==> src/rtl/core_test_pkg.sv <==
// Shared types and constants for the core self-test sequencer.
package core_test_pkg;

  localparam int NUM_PAT = 16;
  localparam int PAT_W   = 24;

  localparam int ERR_DA = 0;
  localparam int ERR_AA = 1;
  localparam int ERR_DB = 2;
  localparam int ERR_AB = 3;

  typedef enum logic [2:0] {
    ST_IDLE,
    ST_LOAD,
    ST_GO,
    ST_WAIT_BUSY,
    ST_WAIT_END,
    ST_NEXT,
    ST_DONE
  } seq_state_t;

  // Maps (port, error kind) onto the sticky status bit position.
  function automatic int err_index(input logic port_b, input logic addr_err);
    if (port_b) return addr_err ? ERR_AB : ERR_DB;
    else        return addr_err ? ERR_AA : ERR_DA;
  endfunction

endpackage

==> src/rtl/sync_edge_det.sv <==
// Two-flop synchroniser for a core handshake line, plus a rising-edge pulse.
module sync_edge_det (
  input  logic clk_50m,
  input  logic rst_core_n,
  input  logic din,
  output logic level,
  output logic rise
);

  logic meta_reg;
  logic sync_reg;
  logic dly_reg;

  always_ff @(posedge clk_50m or negedge rst_core_n) begin
    if (!rst_core_n) begin
      meta_reg <= 1'b0;
      sync_reg <= 1'b0;
      dly_reg  <= 1'b0;
    end else begin
      meta_reg <= din;
      sync_reg <= meta_reg;
      dly_reg  <= sync_reg;
    end
  end

  assign level = sync_reg;
  assign rise  = sync_reg & ~dly_reg;

endmodule

==> src/rtl/core_test_seq.sv <==
// Core self-test sequencer: loads the pattern set, launches each enabled port
// and collects the per-port error flags with a bounded wait for completion.
module core_test_seq
  import core_test_pkg::*;
#(
  parameter int TIMEOUT_CYC = 1_000_000
) (
  input  logic                     clk_50m,
  input  logic                     rst_core_n,
  input  logic                     test_start,
  input  logic                     test_abort,
  input  logic [1:0]               port_mask,
  input  logic [NUM_PAT*PAT_W-1:0] pattern_bus,
  output logic                     seq_core_pat_vld,
  output logic [3:0]               seq_core_pat_idx,
  output logic [PAT_W-1:0]         seq_core_pat_data,
  input  logic                     core_seq_pat_rdy,
  output logic                     seq_core_port_sel,
  output logic                     seq_core_go,
  input  logic                     core_seq_busy,
  input  logic                     core_seq_end,
  input  logic                     core_seq_a_err,
  input  logic                     core_seq_d_err,
  output logic                     seq_busy,
  output logic                     seq_done,
  output logic [3:0]               seq_err_status,
  output logic                     seq_timeout
);

  localparam int CNT_W = (TIMEOUT_CYC > 2) ? $clog2(TIMEOUT_CYC) : 1;
  localparam logic [CNT_W-1:0] CNT_LAST = CNT_W'(TIMEOUT_CYC - 1);
  localparam logic [3:0]       IDX_LAST = 4'(NUM_PAT - 1);

  // Bit order of the conditioned core inputs: {d_err, a_err, end, busy}.
  logic [3:0] raw_in;
  logic [3:0] lvl;
  logic [3:0] rise;
  logic       unused_lvl;

  assign raw_in     = {core_seq_d_err, core_seq_a_err, core_seq_end, core_seq_busy};
  assign unused_lvl = ^lvl[3:1];

  genvar gi;
  generate
    for (gi = 0; gi < 4; gi++) begin : g_sync
      sync_edge_det u_sync (
        .clk_50m    (clk_50m),
        .rst_core_n (rst_core_n),
        .din        (raw_in[gi]),
        .level      (lvl[gi]),
        .rise       (rise[gi])
      );
    end
  endgenerate

  logic busy_lvl, busy_rise, end_rise, a_rise, d_rise;
  assign busy_lvl  = lvl[0];
  assign busy_rise = rise[0];
  assign end_rise  = rise[1];
  assign a_rise    = rise[2];
  assign d_rise    = rise[3];

  seq_state_t       state_reg;
  logic             run_b_reg;
  logic             pat_vld_reg;
  logic [3:0]       pat_idx_reg;
  logic [PAT_W-1:0] pat_data_reg;
  logic             port_sel_reg;
  logic             go_reg;
  logic             done_reg;
  logic [3:0]       err_reg;
  logic             timeout_reg;
  logic [CNT_W-1:0] cnt_reg;

  logic [CNT_W-1:0] cnt_next;
  logic [3:0]       idx_next;
  logic             in_wait;
  logic             tmo_hit;

  assign cnt_next = cnt_reg + 1'b1;
  assign idx_next = pat_idx_reg + 1'b1;
  assign in_wait  = (state_reg == ST_WAIT_BUSY) || (state_reg == ST_WAIT_END);
  assign tmo_hit  = (cnt_next == CNT_LAST);

  always_ff @(posedge clk_50m or negedge rst_core_n) begin
    if (!rst_core_n) begin
      state_reg    <= ST_IDLE;
      run_b_reg    <= 1'b0;
      pat_vld_reg  <= 1'b0;
      pat_idx_reg  <= '0;
      pat_data_reg <= '0;
      port_sel_reg <= 1'b0;
      go_reg       <= 1'b0;
      done_reg     <= 1'b0;
      err_reg      <= '0;
      timeout_reg  <= 1'b0;
      cnt_reg      <= '0;
    end else begin
      go_reg   <= 1'b0;
      done_reg <= 1'b0;

      if (in_wait) begin
        cnt_reg <= cnt_next;
        if (a_rise) err_reg[err_index(port_sel_reg, 1'b1)] <= 1'b1;
        if (d_rise) err_reg[err_index(port_sel_reg, 1'b0)] <= 1'b1;
      end

      // DONE is already on its way out, so an abort there adds nothing.
      if (test_abort && state_reg != ST_IDLE && state_reg != ST_DONE) begin
        state_reg   <= ST_DONE;
        pat_vld_reg <= 1'b0;
        done_reg    <= 1'b1;
      end else begin
        case (state_reg)
          ST_IDLE: begin
            if (test_start) begin
              if (port_mask != 2'b00) begin
                run_b_reg    <= port_mask[1];
                port_sel_reg <= ~port_mask[0];
                err_reg      <= '0;
                timeout_reg  <= 1'b0;
                cnt_reg      <= '0;
                pat_vld_reg  <= 1'b1;
                pat_idx_reg  <= '0;
                pat_data_reg <= pattern_bus[0 +: PAT_W];
                state_reg    <= ST_LOAD;
              end else begin
                done_reg <= 1'b1;
              end
            end
          end

          ST_LOAD: begin
            if (core_seq_pat_rdy) begin
              if (pat_idx_reg == IDX_LAST) begin
                pat_vld_reg <= 1'b0;
                pat_idx_reg <= '0;
                go_reg      <= 1'b1;
                state_reg   <= ST_GO;
              end else begin
                pat_idx_reg  <= idx_next;
                pat_data_reg <= pattern_bus[int'(idx_next)*PAT_W +: PAT_W];
              end
            end
          end

          ST_GO: begin
            cnt_reg   <= '0;
            state_reg <= ST_WAIT_BUSY;
          end

          ST_WAIT_BUSY: begin
            if (tmo_hit) begin
              timeout_reg <= 1'b1;
              done_reg    <= 1'b1;
              state_reg   <= ST_DONE;
            end else if (end_rise) begin
              state_reg <= ST_NEXT;
            end else if (busy_rise) begin
              state_reg <= ST_WAIT_END;
            end
          end

          ST_WAIT_END: begin
            if (tmo_hit) begin
              timeout_reg <= 1'b1;
              done_reg    <= 1'b1;
              state_reg   <= ST_DONE;
            end else if (end_rise && !busy_lvl) begin
              state_reg <= ST_NEXT;
            end
          end

          ST_NEXT: begin
            if (!port_sel_reg && run_b_reg) begin
              port_sel_reg <= 1'b1;
              pat_vld_reg  <= 1'b1;
              pat_idx_reg  <= '0;
              pat_data_reg <= pattern_bus[0 +: PAT_W];
              state_reg    <= ST_LOAD;
            end else begin
              done_reg  <= 1'b1;
              state_reg <= ST_DONE;
            end
          end

          ST_DONE: state_reg <= ST_IDLE;

          default: state_reg <= ST_IDLE;
        endcase
      end
    end
  end

  assign seq_core_pat_vld  = pat_vld_reg;
  assign seq_core_pat_idx  = pat_idx_reg;
  assign seq_core_pat_data = pat_data_reg;
  assign seq_core_port_sel = port_sel_reg;
  assign seq_core_go       = go_reg;
  assign seq_done          = done_reg;
  assign seq_err_status    = err_reg;
  assign seq_timeout       = timeout_reg;
  assign seq_busy          = (state_reg != ST_IDLE);

endmodule

==> config.mk <==
export PLATFORM = sky130hd
export DESIGN_NAME = core_test_seq
export DESIGN_NICKNAME = d
export VERILOG_FILES = /design/src/rtl/core_test_pkg.sv /design/src/rtl/sync_edge_det.sv /design/src/rtl/core_test_seq.sv
export SDC_FILE = /design/constraint.sdc
export NUM_CORES = 1
export LEC_CHECK = 0
export ABC_AREA = 1
export CORE_AREA = 4 4 165 167
export CTS_CLUSTER_DIAMETER = 120
export DETAILED_ROUTE_END_ITERATION = 16
export DIE_AREA = 0 0 169 171
export SYNTH_ARGS = -nofsm -noshare
export SYNTH_HDL_FRONTEND = slang
export SYNTH_SLANG_ARGS = --single-unit
==> constraint.sdc <==
create_clock -name clk_50m -period 3.72 [get_ports clk_50m]
set_clock_uncertainty 0.05 [all_clocks]
set_input_delay 0.558 -clock clk_50m [delete_from_list [all_inputs] [get_ports clk_50m]]
set_output_delay 0.558 -clock clk_50m [all_outputs]
set_load 0.01 [all_outputs]
# Yosys cells after proc, flatten, opt, wreduce, memory -nomap -nowiden
# Cells that the tools add are included.
# classes
eq_ne,21
shift,1
mux,71
multipliers,1
n_reduce_logical,24
n_lt_le_gt_ge,4
bitwise,12
add_sub_neg,2
# ops
operator,n
384-bit by 10-bit indexed part select with 24-bit output,1
32-bit two-way mux,4
24-bit two-way mux,5
20-bit two-way mux,4
24-bit one-hot mux with 3 select lines,1
32-bit by 1-bit greater-or-equal comparator with 1-bit output (second input constant),2
32-bit by 4-bit less-than comparator with 1-bit output (second input constant),2
4-bit two-way mux,13
20-bit one-hot mux with 2 select lines,1
3-bit two-way mux,11
1-bit two-way mux,22
20-bit by 1-bit adder with 20-bit output (second input constant),1
20-bit == test (second input constant),1
3-bit != test (second input constant),6
3-bit one-hot mux with 6 select lines,1
6-bit AND reduction,3
4-bit one-hot mux with 3 select lines,1
2-bit != test (second input constant),5
5-bit AND reduction,2
4-bit OR,2
7-bit AND reduction,1
3-bit by 2-bit == test with 1-bit output (second input constant),2
3-bit == test (second input constant),2
1-bit logical AND,6
21 further kinds,37
# word_totals
in_bits,395
wordCells,159
regBits,73

# Longest topological paths before layout
# logic_depth
word_depth,18
ltp_mapped,15
depth_no_buf,15

# By module
# Synthesis repeated with hierarchy kept, for this count alone.
# hier_totals
hier_cells,1112
area_unflattened_um2,7119.3
# modules_own_cells
mod,cells_per_inst,area_each_um2,instances,seq_area_each_um2
core_test_seq,1092,6779.0,1,1526.5
sync_edge_det,5,85.1,4,75.1

# Least setup slack after synthesis
# OpenSTA, ideal clock, no wires.
# synth_timing
kind,register to register
from,register pat_idx_reg[0] (netlist: seq_core_pat_idx[0])
to,register pat_data_reg[11] (netlist: seq_core_pat_data[11])
setup_slack_ps,1649
required_time_ps,3547
synth_period_minus_slack_ps,2071
stages_incl_launch_ff,11
arrival_ps,1898
setup_time_ps,123
path_cell_list,dfrtp_1 ha_1 clkbuf_1 clkbuf_1 a21oi_1 o21ai_0 o21ai_0 o21ai_0 o21ai_0 o21ai_0 nand2_1
# synth_between
elab_chain_len,6
word_cells_on_any_way,9
classes_between,add/sub (1); mul (1); eq/ne (2); shift (1); mux (3); reduce/logical (1)
# synth_rtl
item,line,text
from (decl),core_test_seq.sv:66,logic [3:0] pat_idx_reg;
from (signal assigned),core_test_seq.sv:141,pat_idx_reg <= idx_next;
4-bit by 1-bit adder with 4-bit output,core_test_seq.sv:81,assign idx_next = pat_idx_reg + 1'b1;
4-bit by 2-bit multiplier with 6-bit output,core_test_seq.sv:142,pat_data_reg <= pattern_bus[int'(idx_next)*PAT_W +: PAT_W];
384-bit by 10-bit indexed part select with 24-bit output,core_test_seq.sv:142,
24-bit two-way mux,core_test_seq.sv:135,if (pat_idx_reg == IDX_LAST) begin
24-bit two-way mux,core_test_seq.sv:134,if (core_seq_pat_rdy) begin
24-bit one-hot mux with 3 select lines,core_test_seq.sv:114,case (state_reg)
to (signal assigned),core_test_seq.sv:125,pat_data_reg <= pattern_bus[0 +: PAT_W];
to (signal assigned),core_test_seq.sv:142,
to (signal assigned),core_test_seq.sv:179,pat_data_reg <= pattern_bus[0 +: PAT_W];
to (decl),core_test_seq.sv:67,logic [PAT_W-1:0] pat_data_reg;
# Parallel ways exist; a longest one is shown, timed or not. The select of a mux whose other input is x is not followed.
# A chain may end at the register's enable or synchronous reset.

# Worst setup path after layout
# layout_timing
from,register pat_idx_reg[0] (netlist: seq_core_pat_idx[0])
to,output seq_core_pat_idx[0]
# layout_lines
item,line,text
to (decl),core_test_seq.sv:15,"output logic [3:0] seq_core_pat_idx,"
# No word-level cell between the ends.

==> summary.txt <==
Yosys
  – Cells after Synth: 1099
  – Largest family of logic cells by synthesized area: compound AO/OA/AOI/OAI gates
  – Post-synth top area share: 0.256
  – Count leader, synth: o21ai_0
  – Synth Cell Area: slightly above 0.007 sq mm
  – Complex-gate fraction of the synthesized area: 0.315
  – Synth Area in Simple Gates: 0.252
  – Synth async-reset ratio: 1.00
  – Post-Synth Adder-Cell Area: 0.00527
  – Ys Warns: 0
  – Synth cell count leaders: o21ai_0 (224), nor2_1 (221), nand2_1 (119)
  – Synth area leader: dfrtp_1
  – Synthesized flop and latch total: 73
  – Post-synth EDFFs: 0
  – Commonest register cell after synthesis: dfrtp_1
  – Xor/xnor cell area share of the yosys netlist: 0.0123
  – Post-synthesis cell type count: 39
  – Syn_area_per_cell: 6.49 sq um
  – Post-synthesis net count: 1497
  – Post-synthesis sequential area ratio: 0.256
  – Synth area leaders: dfrtp_1 (26%), o21ai_0 (16%), nor2_1 (12%)
  – Mux cell area share after synthesis: 0.0660

Worst hold path
  – Hold Path Class: flop to flop
  – HP Start: g_sync[2].u_sync.meta_reg
  – Min-Delay Path Depth: 0
  – WHS Endpoint: g_sync[2].u_sync.level

Global route
  – Initial antenna violation count: 9
  – Vias in the first global route: ~9000
  – GRT overflow: 0
  – First-pass GRT wire length: around 56 mm
  – GRT Resource Usage Total: 0.251
  – Largest net degree at the start of global routing: 127

Final layout
  – NumNets Final: ~1900
  – Flip-flop count of the largest register after layout: 24
  – Layout cells sized above 1: 0.0507
  – Fill cells: roughly 2600
  – Area occupied by multi-input gates: ~0.0047 sq mm
  – Reg area: 0.00183 sq mm
  – Synth-to-Final Area Change: 69.2%

Timing
  – Tightest Pin Transition: a little over 1 ns
  – Final Setup Violations: 0
  – Max Slew Vio Count: 0
  – RSZ-0062 raised after global routing: false
  – Setup TNS Final: 0 ns
  – F_max: 352 MHz
  – Fin. Hold Viols: 0
  – Fin crit share: 0.764
  – Slew headroom: 0.310
  – Tmin final: about 2.8 ns
  – Min setup slack post-route: roughly 0.88 ns
  – Hold_ws: a little over 0.3 ns

Floorplan
  – Initial core utilization: 0.277
  – Chip Height: 171 um
  – Row count: slightly below 60
  – Die Width: ~170 um
  – Core Area: between 0.02 and 0.03 sq mm
  – Die Area: between 0.02 and 0.03 sq mm
  – IO Count: between 400 and 500

Route
  – Via count: 9463
  – Post-route ant nets: 0
  – Final wirelength: ~38 mm
  – Drt initial violations: between 600 and 700
  – Via density: slightly above 5
  – Drt pass-1 iters: 6
  – Drt drc: 0
  – WL/cell: roughly 21 um

Clock network
  – Post-CTS Setup Bufs: 0
  – CTS tree: yes
  – Clk_lat worst skew: about 0.34 ns
  – # clock sinks: 73
  – Root Buffer: clkbuf_16
  – Longest Clk Path Bufs: 2
  – Clock transition at path regs: approximately 0.060 ns
  – Cts repair resizes: 0
  – Num CTS Buffers: 9
  – Cts hold-fix bufs: 0
  – Htree depth: 3

Critical path
  – Critical Path AT: between 2 and 2.5 ns
  – Cells on worst reg2reg path: 8
  – CP Launch Type: flop
  – Critical Path Fanout Max: approximately 130
  – FF-to-FF End: seq_core_pat_data[19]
  – R2r startpoint: seq_core_pat_idx[0]
  – Worst Setup End Kind: output port
  – CP required: ~3.1 ns
  – CP Class: flop to output port
  – Internal reg-to-reg setup slack: between 0.9 and 1 ns

Placed design
  – Port Buffers: around 430
  – Pre-CTS setup slack: a little over 0.8 ns
  – GP Congestion: roughly 0.9
  – Final HPWL from detailed placement: roughly 30 mm

Run status
  – Status: completed

Pwr
  – Power per cell area: 463 mW/mm^2
  – Pleak: 4.68 nW
  – Peak VDD IR: around 0.38 mV

Flow run
  – Maxcap violations: 0
## cell usage in the layout (no fill, tap or decap), drive strengths merged, types with 9 or more instances in the layout
cell type / instances
clkdlybuf4s50: 431
mux2i: 47
o21ai: 234
buf: 20
nand4: 9
o221ai: 46
clkbuf: 10
a21oi: 57
o32ai: 25
nand3: 50
dfrtp: 73
nor2: 232
nand2: 123
inv: 74
diode: 9
## where the power goes
| group | switching, mW | leakage, nW | internal [mW] |
|---|---|---|---|
| logic | 1.83 | 3.61 | 1.43 |
| clock network | 0.366 | 0.159 | 0.608 |
| registers | 0.254 | 0.905 | 1.11 |
## layer usage
metal	vias to the layer above	part of all wire	global-route usage
li1	4599	-	-
met1	4433	0.42	0.332
met2	385	0.49	0.414
met3	46	0.072	0.0566
met4	0	0.022	0.0693
met5	-	0	0
## cells by family after synthesis
group | after synthesis
flip-flops | 73
adder cells (fa/ha/maj) | 3
AO/OA/AOI/OAI | 382
AND/OR/NAND/NOR | 424
XOR/XNOR | 10
multiplexers | 47
buffers and inverters | 160
## critical path: stages, from the launching register on
cell	delay, ns
dfrtp_4	0.70
buf_12	0.50
clkdlybuf4s50_1	0.64
## through the flow
step,utilization,total power [mW],cell area [sq um],instances
2_1_floorplan,-,3.22,7130,1099
3_3_place_gp,0.455,4.57,11700,1798
3_5_place_dp,0.455,4.61,11700,1798
4_1_cts,0.467,5.60,12000,1814
5_1_grt,0.468,6.04,12100,1823
6_report,0.468,5.59,12100,1823
## final cells by class
class	instances	area share
antenna	9	0.00187
clock buffer	10	0.0198
clock inverter	6	0.00747
inverter	73	0.0229
multi-input combinational	866	0.388
sequential	73	0.152
tap	335	0.0347
timing repair buffer	451	0.373
## worst max path at each step
stage,from,end,slack [ns],cells past startpoint
2_1_floorplan,seq_core_pat_idx[0],seq_core_pat_data[11],1.65,10
3_3_place_gp,test_start,seq_core_pat_data[13],0.90,10
3_5_place_dp,port_mask[1],seq_core_pat_data[11],0.83,10
4_1_cts,seq_core_pat_idx[0],seq_core_pat_idx[0],0.87,2
5_1_grt,seq_core_pat_idx[0],seq_core_pat_data[21],0.68,9
6_report,seq_core_pat_idx[0],seq_core_pat_idx[0],0.88,2
(Power assumes the default switching activity.)
